## config.mk

```make
export PLATFORM = sky130hd
export DESIGN_NAME = multicycle_controller
export DESIGN_NICKNAME = d
export VERILOG_FILES = /design/src/rtl/multicycle_controller.sv
export SDC_FILE = /design/constraint.sdc
export NUM_CORES = 1
export LEC_CHECK = 0
export BUFFER_PORTS_ARGS = -buffer_cell sky130_fd_sc_hd__buf_4
export CAP_MARGIN = 20
export CORE_AREA = 2 2 50 52
export CTS_CLUSTER_SIZE = 20
export DETAILED_ROUTE_END_ITERATION = 10
export DIE_AREA = 0 0 52 54
export PLACE_DENSITY = 0.59
export SLEW_MARGIN = 20
export SYNTH_ARGS = -nofsm -noshare
export SYNTH_HDL_FRONTEND = slang
export SYNTH_SLANG_ARGS = --single-unit
```

## constraint.sdc

```tcl
create_clock -name clk -period 1.64 [get_ports clk]
set_clock_uncertainty 0.2 [all_clocks]
set_input_delay 0.082 -clock clk [delete_from_list [all_inputs] [get_ports clk]]
set_output_delay 0.082 -clock clk [all_outputs]
set_load 0.03 [all_outputs]
```

## src/rtl/multicycle_controller.sv

```systemverilog
// Multi-cycle sequencing FSM for the RV32I-subset core.
// Drives PC/IR/memory/ALU/regfile controls per state from op, f3, zero, sign_bit.
//
// Ports:
//   clk, rst               clock (rising edge), async active-high reset
//   op[6:0], f3[2:0]       opcode and funct3 from the IR
//   zero, sign_bit         ALU result flags, used only in BRANCH
//   pc_write, pc_src       PC load enable and source select
//   adr_src, mem_write     memory address select and write enable
//   ir_write, reg_write    IR/old-PC load and register file write enables
//   result_src             write-back value select
//   alu_src_a, alu_src_b   ALU operand selects
//   alu_ctrl, imm_sel      ALU operation and immediate format
//   state                  current state, for debug
module multicycle_controller #(
   parameter logic [6:0] OP_R    = 7'd0,
   parameter logic [6:0] OP_LW   = 7'd1,
   parameter logic [6:0] OP_ADDI = 7'd2,
   parameter logic [6:0] OP_XORI = 7'd3,
   parameter logic [6:0] OP_ORI  = 7'd4,
   parameter logic [6:0] OP_SLTI = 7'd5,
   parameter logic [6:0] OP_JALR = 7'd6,
   parameter logic [6:0] OP_SW   = 7'd7,
   parameter logic [6:0] OP_JAL  = 7'd8,
   parameter logic [6:0] OP_BEQ  = 7'd9,
   parameter logic [6:0] OP_BNE  = 7'd10,
   parameter logic [6:0] OP_BLT  = 7'd11,
   parameter logic [6:0] OP_BGE  = 7'd12,
   parameter logic [6:0] OP_LUI  = 7'd13
) (
   input  logic       clk,
   input  logic       rst,
   input  logic [6:0] op,
   input  logic [2:0] f3,
   input  logic       zero,
   input  logic       sign_bit,
   output logic       pc_write,
   output logic [1:0] pc_src,
   output logic       adr_src,
   output logic       mem_write,
   output logic       ir_write,
   output logic       reg_write,
   output logic [1:0] result_src,
   output logic [1:0] alu_src_a,
   output logic [1:0] alu_src_b,
   output logic [2:0] alu_ctrl,
   output logic [2:0] imm_sel,
   output logic [3:0] state
);

   localparam logic [2:0] ALU_ADD = 3'b000;
   localparam logic [2:0] ALU_SUB = 3'b001;
   localparam logic [2:0] ALU_OR  = 3'b011;
   localparam logic [2:0] ALU_XOR = 3'b100;
   localparam logic [2:0] ALU_SLT = 3'b101;

   typedef enum logic [3:0] {
      S_FETCH   = 4'd0,
      S_DECODE  = 4'd1,
      S_MEM_ADR = 4'd2,
      S_MEM_RD  = 4'd3,
      S_MEM_WB  = 4'd4,
      S_MEM_WR  = 4'd5,
      S_EXEC_R  = 4'd6,
      S_EXEC_I  = 4'd7,
      S_ALU_WB  = 4'd8,
      S_BRANCH  = 4'd9,
      S_JAL     = 4'd10,
      S_JALR1   = 4'd11,
      S_JALR2   = 4'd12,
      S_LUI     = 4'd13
   } state_t;

   state_t state_q;
   state_t state_d;

   logic pc_write_raw;
   logic mem_write_raw;
   logic ir_write_raw;
   logic reg_write_raw;
   logic br_taken;

   always_ff @(posedge clk or posedge rst) begin
      if (rst) state_q <= S_FETCH;
      else     state_q <= state_d;
   end

   always_comb begin
      imm_sel = 3'b000;
      case (op)
         OP_SW:  imm_sel = 3'b001;
         OP_BEQ, OP_BNE, OP_BLT, OP_BGE:
                 imm_sel = 3'b010;
         OP_JAL: imm_sel = 3'b011;
         OP_LUI: imm_sel = 3'b100;
         default: imm_sel = 3'b000;
      endcase
   end

   always_comb begin
      br_taken = 1'b0;
      case (op)
         OP_BEQ: br_taken = zero;
         OP_BNE: br_taken = ~zero;
         OP_BLT: br_taken = sign_bit;
         OP_BGE: br_taken = ~sign_bit;
         default: br_taken = 1'b0;
      endcase
   end

   always_comb begin
      state_d       = S_FETCH;
      pc_write_raw  = 1'b0;
      pc_src        = 2'b00;
      adr_src       = 1'b0;
      mem_write_raw = 1'b0;
      ir_write_raw  = 1'b0;
      reg_write_raw = 1'b0;
      result_src    = 2'b00;
      alu_src_a     = 2'b00;
      alu_src_b     = 2'b00;
      alu_ctrl      = ALU_ADD;
      case (state_q)
         S_FETCH: begin
            ir_write_raw = 1'b1;
            alu_src_b    = 2'b10;
            pc_write_raw = 1'b1;
            state_d      = S_DECODE;
         end
         S_DECODE: begin
            // old-PC + imm lands in ALUOut as the branch/JAL target
            alu_src_a = 2'b01;
            alu_src_b = 2'b01;
            case (op)
               OP_LW, OP_SW: state_d = S_MEM_ADR;
               OP_R:         state_d = S_EXEC_R;
               OP_ADDI, OP_XORI, OP_ORI, OP_SLTI:
                             state_d = S_EXEC_I;
               OP_BEQ, OP_BNE, OP_BLT, OP_BGE:
                             state_d = S_BRANCH;
               OP_JAL:       state_d = S_JAL;
               OP_JALR:      state_d = S_JALR1;
               OP_LUI:       state_d = S_LUI;
               default:      state_d = S_FETCH;
            endcase
         end
         S_MEM_ADR: begin
            alu_src_a = 2'b10;
            alu_src_b = 2'b01;
            if (op == OP_LW)      state_d = S_MEM_RD;
            else if (op == OP_SW) state_d = S_MEM_WR;
            else                  state_d = S_FETCH;
         end
         S_MEM_RD: begin
            adr_src = 1'b1;
            state_d = S_MEM_WB;
         end
         S_MEM_WB: begin
            reg_write_raw = 1'b1;
            result_src    = 2'b01;
         end
         S_MEM_WR: begin
            adr_src       = 1'b1;
            mem_write_raw = 1'b1;
         end
         S_EXEC_R: begin
            alu_src_a = 2'b10;
            alu_ctrl  = f3;
            state_d   = S_ALU_WB;
         end
         S_EXEC_I: begin
            alu_src_a = 2'b10;
            alu_src_b = 2'b01;
            case (op)
               OP_XORI: alu_ctrl = ALU_XOR;
               OP_ORI:  alu_ctrl = ALU_OR;
               OP_SLTI: alu_ctrl = ALU_SLT;
               default: alu_ctrl = ALU_ADD;
            endcase
            state_d = S_ALU_WB;
         end
         S_ALU_WB: begin
            reg_write_raw = 1'b1;
         end
         S_BRANCH: begin
            alu_src_a    = 2'b10;
            alu_ctrl     = ALU_SUB;
            pc_src       = 2'b01;
            pc_write_raw = br_taken;
         end
         S_JAL, S_JALR2: begin
            // link value old-PC + 4 written back while PC takes ALUOut
            alu_src_a     = 2'b01;
            alu_src_b     = 2'b10;
            result_src    = 2'b10;
            reg_write_raw = 1'b1;
            pc_write_raw  = 1'b1;
            pc_src        = 2'b01;
         end
         S_JALR1: begin
            alu_src_a = 2'b10;
            alu_src_b = 2'b01;
            state_d   = S_JALR2;
         end
         S_LUI: begin
            result_src    = 2'b11;
            reg_write_raw = 1'b1;
         end
         default: begin
            state_d = S_FETCH;
         end
      endcase
   end

   // reset holds FETCH outputs but must never write anything
   assign pc_write  = pc_write_raw  & ~rst;
   assign mem_write = mem_write_raw & ~rst;
   assign ir_write  = ir_write_raw  & ~rst;
   assign reg_write = reg_write_raw & ~rst;
   assign state     = state_q;

endmodule
```

==> results of run 1 <==
==> where the power goes <==
part / total, mW / switching, mW / internal (mW) / leakage [nW]
Sequential: 0.139 / 0.0197 / 0.119 / 0.0490
Clock: 0.132 / 0.0410 / 0.0913 / 0.0150
Combinational: 1.09 / 0.543 / 0.545 / 0.538
Total: 1.36 / 0.604 / 0.756 / 0.602
==> synthesized netlist by cell type (3+ instances only) <==
| master | n | area (um2) |
|---|---|---|
| dfrtp_1 | 4 | 100 |
| buf_6 | 3 | 33.8 |
| nand2b_1 | 6 | 37.5 |
| nand2_1 | 8 | 30.0 |
| nand3_1 | 3 | 15.0 |
| buf_2 | 4 | 20.0 |
| inv_1 | 3 | 11.3 |
| and2_1 | 4 | 25.0 |
| nand4_1 | 3 | 18.8 |
| a21oi_1 | 8 | 40.0 |
| nor2b_1 | 6 | 37.5 |
| nor2_1 | 12 | 45.0 |
| o21ai_1 | 3 | 15.0 |
==> cells in the final DEF, fill, tap and decap left out, types with 2 or more instances in the layout <==
cell / instances
a21oi_1: 7
mux2i_1: 2
nor2_1: 6
and2_1: 4
o21ai_2: 2
dfrtp_2: 3
nor2b_4: 5
nand4_1: 3
a32oi_1: 2
nor2b_1: 3
nand2b_1: 4
inv_1: 3
nand3_1: 3
nor2_2: 5
buf_4: 39
buf_6: 15
o21ai_0: 2
o21a_1: 2
nand2_1: 8
nand2b_4: 3
clkbuf_4: 3
==> worst paths after layout <==
kind / from / to / slack (ns)
worst max-delay path: state[2] / pc_write / -0.25
worst min register to register: state[0] / state[2] / 0.64
max in group asynchronous: rst / state[0] / 0.80
worst max register to register: state[2] / state[0] / -0.04
min in group asynchronous: rst / state[2] / 0.33
worst min-delay path: op[3] / state[2] / 0.04
==> cell type report <==
class / count / area [um2] / area share [%]
multi-input combinational: 90 / 723 / 52.1
timing repair buffer: 56 / 487 / 35.0
inverter: 3 / 11.3 / 0.811
sequential: 4 / 104 / 7.48
clock buffer: 4 / 26.3 / 1.89
tap: 30 / 37.5 / 2.70
==> worst max-delay path, cell delays in order, from the launching register on <==
cell	delay (ns)
dfrtp_2	0.40
nor2b_4	0.13
or4_4	0.49
o21ai_4	0.09
o2bb2ai_4	0.13
buf_6	0.14
==> repair_timing <==
| item | CTS | global route |
|---|---|---|
| pin swaps | 6 | 4 |
| endpoints found under the setup margin | 11 | 16 |
| hold buffers | 1 | 0 |
| hold endpoints to repair | 4 | 0 |
| setup buffers | 6 | 1 |
| resized for setup | 23 | 10 |
==> routing by layer <==
| layer | share of wire (%) | routed length, um | GRT usage [%] |
|---|---|---|---|
| met4 | 2.2 | 51 | 9.21 |
| met5 | 0 | 0 | 0 |
| met1 | 41 | 982 | 21.3 |
| met3 | 3.1 | 74 | 0.833 |
| met2 | 53 | 1260 | 34.4 |
==> logic make-up (layout without fill, tap and decap cells) <==
family / count (synthesis) / after routing
AO/OA/AOI/OAI: 28 / 28
multiplexers: 2 / 2
AND/OR/NAND/NOR: 56 / 56
XOR/XNOR: 3 / 3
flip-flops: 4 / 4
other: 1 / 1
buffers and inverters: 14 / 63
==> results.json, run 1 <==
{
  "outcome": "finished, violations left",
  "failed_checks": "negative setup slack",
  "syn_to_final_growth_pct": 80.8,
  "clockBufferDepth": 2,
  "min_period_ns": 1.89,
  "drive_gt1_share_pct": 57.3,
  "criticalPathCategory": "reg -> out",
  "synthMuxAreaShare_pct": 2.61,
  "timing.fmax_ghz": 0.528,
  "yosys_most_used_dff": "dfrtp_1",
  "synth.net_count": 122,
  "reg2reg_depth": 8,
  "layout_setup_ws_ns": -0.253,
  "grt_pass1_wl_um": 3860,
  "track_usage_pct": 18.4,
  "tns_ns": -1.11,
  "fill_cells": 207,
  "num_vias": 932,
  "crit_arrival_ns": 1.61,
  "synth_edf_count": 0,
  "post-place-ws_ns": -0.0173,
  "start_util_pct": 33.1,
  "whs_path_depth": 3,
  "portBuffers": 35,
  "stdcell_count": 187,
  "grt-ovfl-total": 0,
  "final-max-slew-violation-count": 0,
  "grt_max_degree": 15,
  "globalplace.congestion": 0.820,
  "synth_cells": 108,
  "final_area_um2": 1390,
  "first_iter_violations": 8,
  "diodes": 0,
  "synth-xor-area-share_pct": 3.42,
  "tritoncts": "yes",
  "utilization_pct": 59.9,
  "clkLatencyLatePin_ns": 0.23,
  "startpoint_type": "register",
  "critPathRequiredTime_ns": 1.36,
  "numClockSinks": 4,
  "synth_top_family_by_area": "simple AND/OR/NAND/NOR gates",
  "max_cap_viol_count": 0,
  "routedWlPerCell_um": 12.7,
  "via_per_inst": 4.98,
  "synth-warning-count": 0,
  "die_area_um2": 2810,
  "yosys.area_share.simple_pct": 44.3,
  "hold_ws_ns": 0.0392,
  "rows": 18,
  "ys_types": 44,
  "coreArea_um2": 2320,
  "die_w_um": 52,
  "dr.pass1.iters": 4,
  "rsz0062_at_grt": "yes",
  "dp_hpwl_um": 1740,
  "p_per_area_nw_per_um2": 979,
  "postSynthAreaPerCell_um2": 7.11,
  "ys_async_sr_fraction_pct": 100,
  "yosys_register_bits": 4,
  "post-route-period-util_pct": 115,
  "io_pins": 37,
  "drcViolationCount": 0,
  "critPathMaxFanout": 2,
  "cp-end-kind": "output port",
  "grt_pass1_vias": 860,
  "htree_levels": 1,
  "clockRootBuffer": "clkbuf_4",
  "path_clk_slew_ns": 0.04,
  "cts_made_buffers": 3,
  "place_area_um2": 1160,
  "fin_nets": 172,
  "p_leak_nw": 0.602,
  "die_h_um": 54,
  "dpl.cell_count": 176,
  "irDropWorstVdd_mv": 0.505,
  "largest_reg_flops": 4,
  "synth.cell_area_um2": 768,
  "antenna_found_initial": 0,
  "finalSetupViolCount": 11,
  "routed_wl_um": 2370,
  "yosys.area_share.adder_pct": 0,
  "synth_compound_area_share_pct": 24.8,
  "final-hold-violation-count": 0,
  "antenna_left": 0,
  "p_total_mw": 1.36,
  "hold_path_class": "in -> reg",
  "ys_seq_area_share_pct": 13.0
}
Power figures use the tool's default switching activity.
==> run 2, diff against run 1 <==
CORE_AREA = 2 2 45 47   (was 2 2 50 52)
DIE_AREA = 0 0 47 49   (was 0 0 52 54)
PLACE_DENSITY = 0.72   (was 0.59)
==> results.json, run 2 (same netlist as run 1, synthesis figures left out) <==
{
  "rows": 16,
  "dpl.cell_count": 170,
  "regArea_um2": 104,
  "power.switching_mw": 0.616,
  "worstMarginPinSlew_ns": 0.522,
  "final_area_um2": 1370,
  "place_area_um2": 1150,
  "die_h_um": 49,
  "outcome": "finished, violations left",
  "clkLatencyLatePin_ns": 0.24,
  "antenna_found_initial": 0,
  "min_period_ns": 1.90,
  "fill_cells": 147,
  "clockRootBuffer": "clkbuf_4",
  "first_iter_violations": 17,
  "max_slew_margin_pct": 64.9,
  "max_cap_viol_count": 0,
  "finalSetupViolCount": 12,
  "grt_max_degree": 16,
  "portBuffers": 35,
  "routed_wl_um": 2560,
  "irDropWorstVdd_mv": 0.580,
  "p_leak_nw": 0.601,
  "critPathRequiredTime_ns": 1.36,
  "final-hold-violation-count": 0,
  "multiInputGateArea_um2": 733,
  "rsz0062_at_grt": "yes",
  "cp-end-kind": "output port",
  "timing.fmax_ghz": 0.526,
  "switching_share_pct": 44.7,
  "critPathMaxFanout": 2,
  "antenna_left": 0,
  "clkPwrFrac_pct": 10.0,
  "dp_hpwl_um": 1750,
  "post-route-period-util_pct": 116,
  "num_vias": 966,
  "utilization_pct": 74.2,
  "cts_made_buffers": 3,
  "p_total_mw": 1.38,
  "p_per_area_nw_per_um2": 1010,
  "failed_checks": "negative setup slack",
  "die_w_um": 47,
  "globalplace.congestion": 0.911,
  "final-max-slew-violation-count": 0,
  "diodes": 0,
  "coreArea_um2": 1840,
  "clockBufferDepth": 2,
  "drive_gt1_share_pct": 57.8,
  "die_area_um2": 2300,
  "io_pins": 37,
  "dr.pass1.iters": 4,
  "track_usage_pct": 24.4,
  "path_clk_slew_ns": 0.05,
  "grt_pass1_wl_um": 4050,
  "fin_nets": 169,
  "via_per_inst": 5.34,
  "layout_setup_ws_ns": -0.261,
  "crit_arrival_ns": 1.62,
  "largest_reg_flops": 4,
  "htree_levels": 1,
  "start_util_pct": 41.7,
  "grt-ovfl-total": 0,
  "syn_to_final_growth_pct": 77.9,
  "startpoint_type": "register",
  "layout_commonest_cell": "buf_4",
  "tritoncts": "yes",
  "criticalPathCategory": "reg -> out",
  "layout_common_cells": "buf_4, buf_6, nand2_1",
  "stdcell_count": 181,
  "drcViolationCount": 0,
  "hold_path_class": "in -> reg",
  "power.internal_mw": 0.761,
  "routedWlPerCell_um": 14.1,
  "seq_power_share_pct": 10.3,
  "numClockSinks": 4,
  "grt_pass1_vias": 952,
  "combPwrFrac_pct": 79.7
}
==> run 2: cell types whose count changed in the layout (fill, tap and decap cells not counted), sizes merged <==
cell	before	now
buf	55	52
==> run 2: final cells by class <==
class                      instances  area share, %
tap                               27           2.47
multi-input combinational         90           53.7
sequential                         4           7.60
timing repair buffer              53           33.5
clock buffer                       4           1.92
inverter                           3          0.824
==> run 2: final timing paths <==
| kind | from | cells past startpoint | endpoint | slack (ns) |
|---|---|---|---|---|
| worst min-delay path | op[3] | 3 | state[3] | 0.05 |
| worst min register to register | state[1] | 3 | state[3] | 0.56 |
| min in group asynchronous | rst | 4 | state[3] | 0.31 |
| worst max register to register | state[3] | 6 | state[2] | 0.05 |
| worst max-delay path | state[2] | 5 | pc_write | -0.26 |
| max in group asynchronous | rst | 4 | state[0] | 0.81 |
==> run 2: repair_timing <==
item / 4_1_cts / 5_1_grt
cloned: 1 / 0
pin swaps: 6 / 4
resized for setup: 24 / 10
endpoints found under the setup margin: 12 / 17
setup buffers: 6 / 2
endpoints found under the hold margin: 4 / 0
hold buffers: 1 / 0
==> run 2: metal layers <==
layer / track usage, % / vias to the layer above / share of wire, %
met1: 28.2 / 453 / 41
met2: 42.7 / 30 / 54
met5: 0 / - / 0
li1: - / 475 / -
met3: 1.11 / 8 / 3.1
met4: 12.5 / 0 / 2.1
==> run 2: through the flow <==
stage / hold slack (ns) / setup slack (ns) / setup TNS, ns
2_1_floorplan: -0.308 / -0.212 / -0.212
3_3_place_gp: 0.00999 / -0.00866 / -0.00866
3_5_place_dp: 0.0267 / -0.0144 / -0.0144
4_1_cts: 0.0369 / -0.254 / -1.52
5_1_grt: 0.0665 / -0.311 / -2.30
6_report: 0.0501 / -0.261 / -1.38
==> run 2: worst max-delay path, cell delays in order, from the launching register on <==
cell,delay (ns)
dfrtp_2,0.40
nor2b_4,0.12
or4_4,0.49
o21ai_4,0.10
o2bb2ai_4,0.13
buf_6,0.14
==> run 2: power by group through the flow <==
stage	Sequential [mW]	Combinational [mW]	Clock, mW
CTS	0.145	1.16	0.139
finish	0.142	1.10	0.138
global route	0.145	1.16	0.160
global placement	0.138	0.853	0
floorplan	0.169	0.567	0
detailed placement	0.141	0.863	0
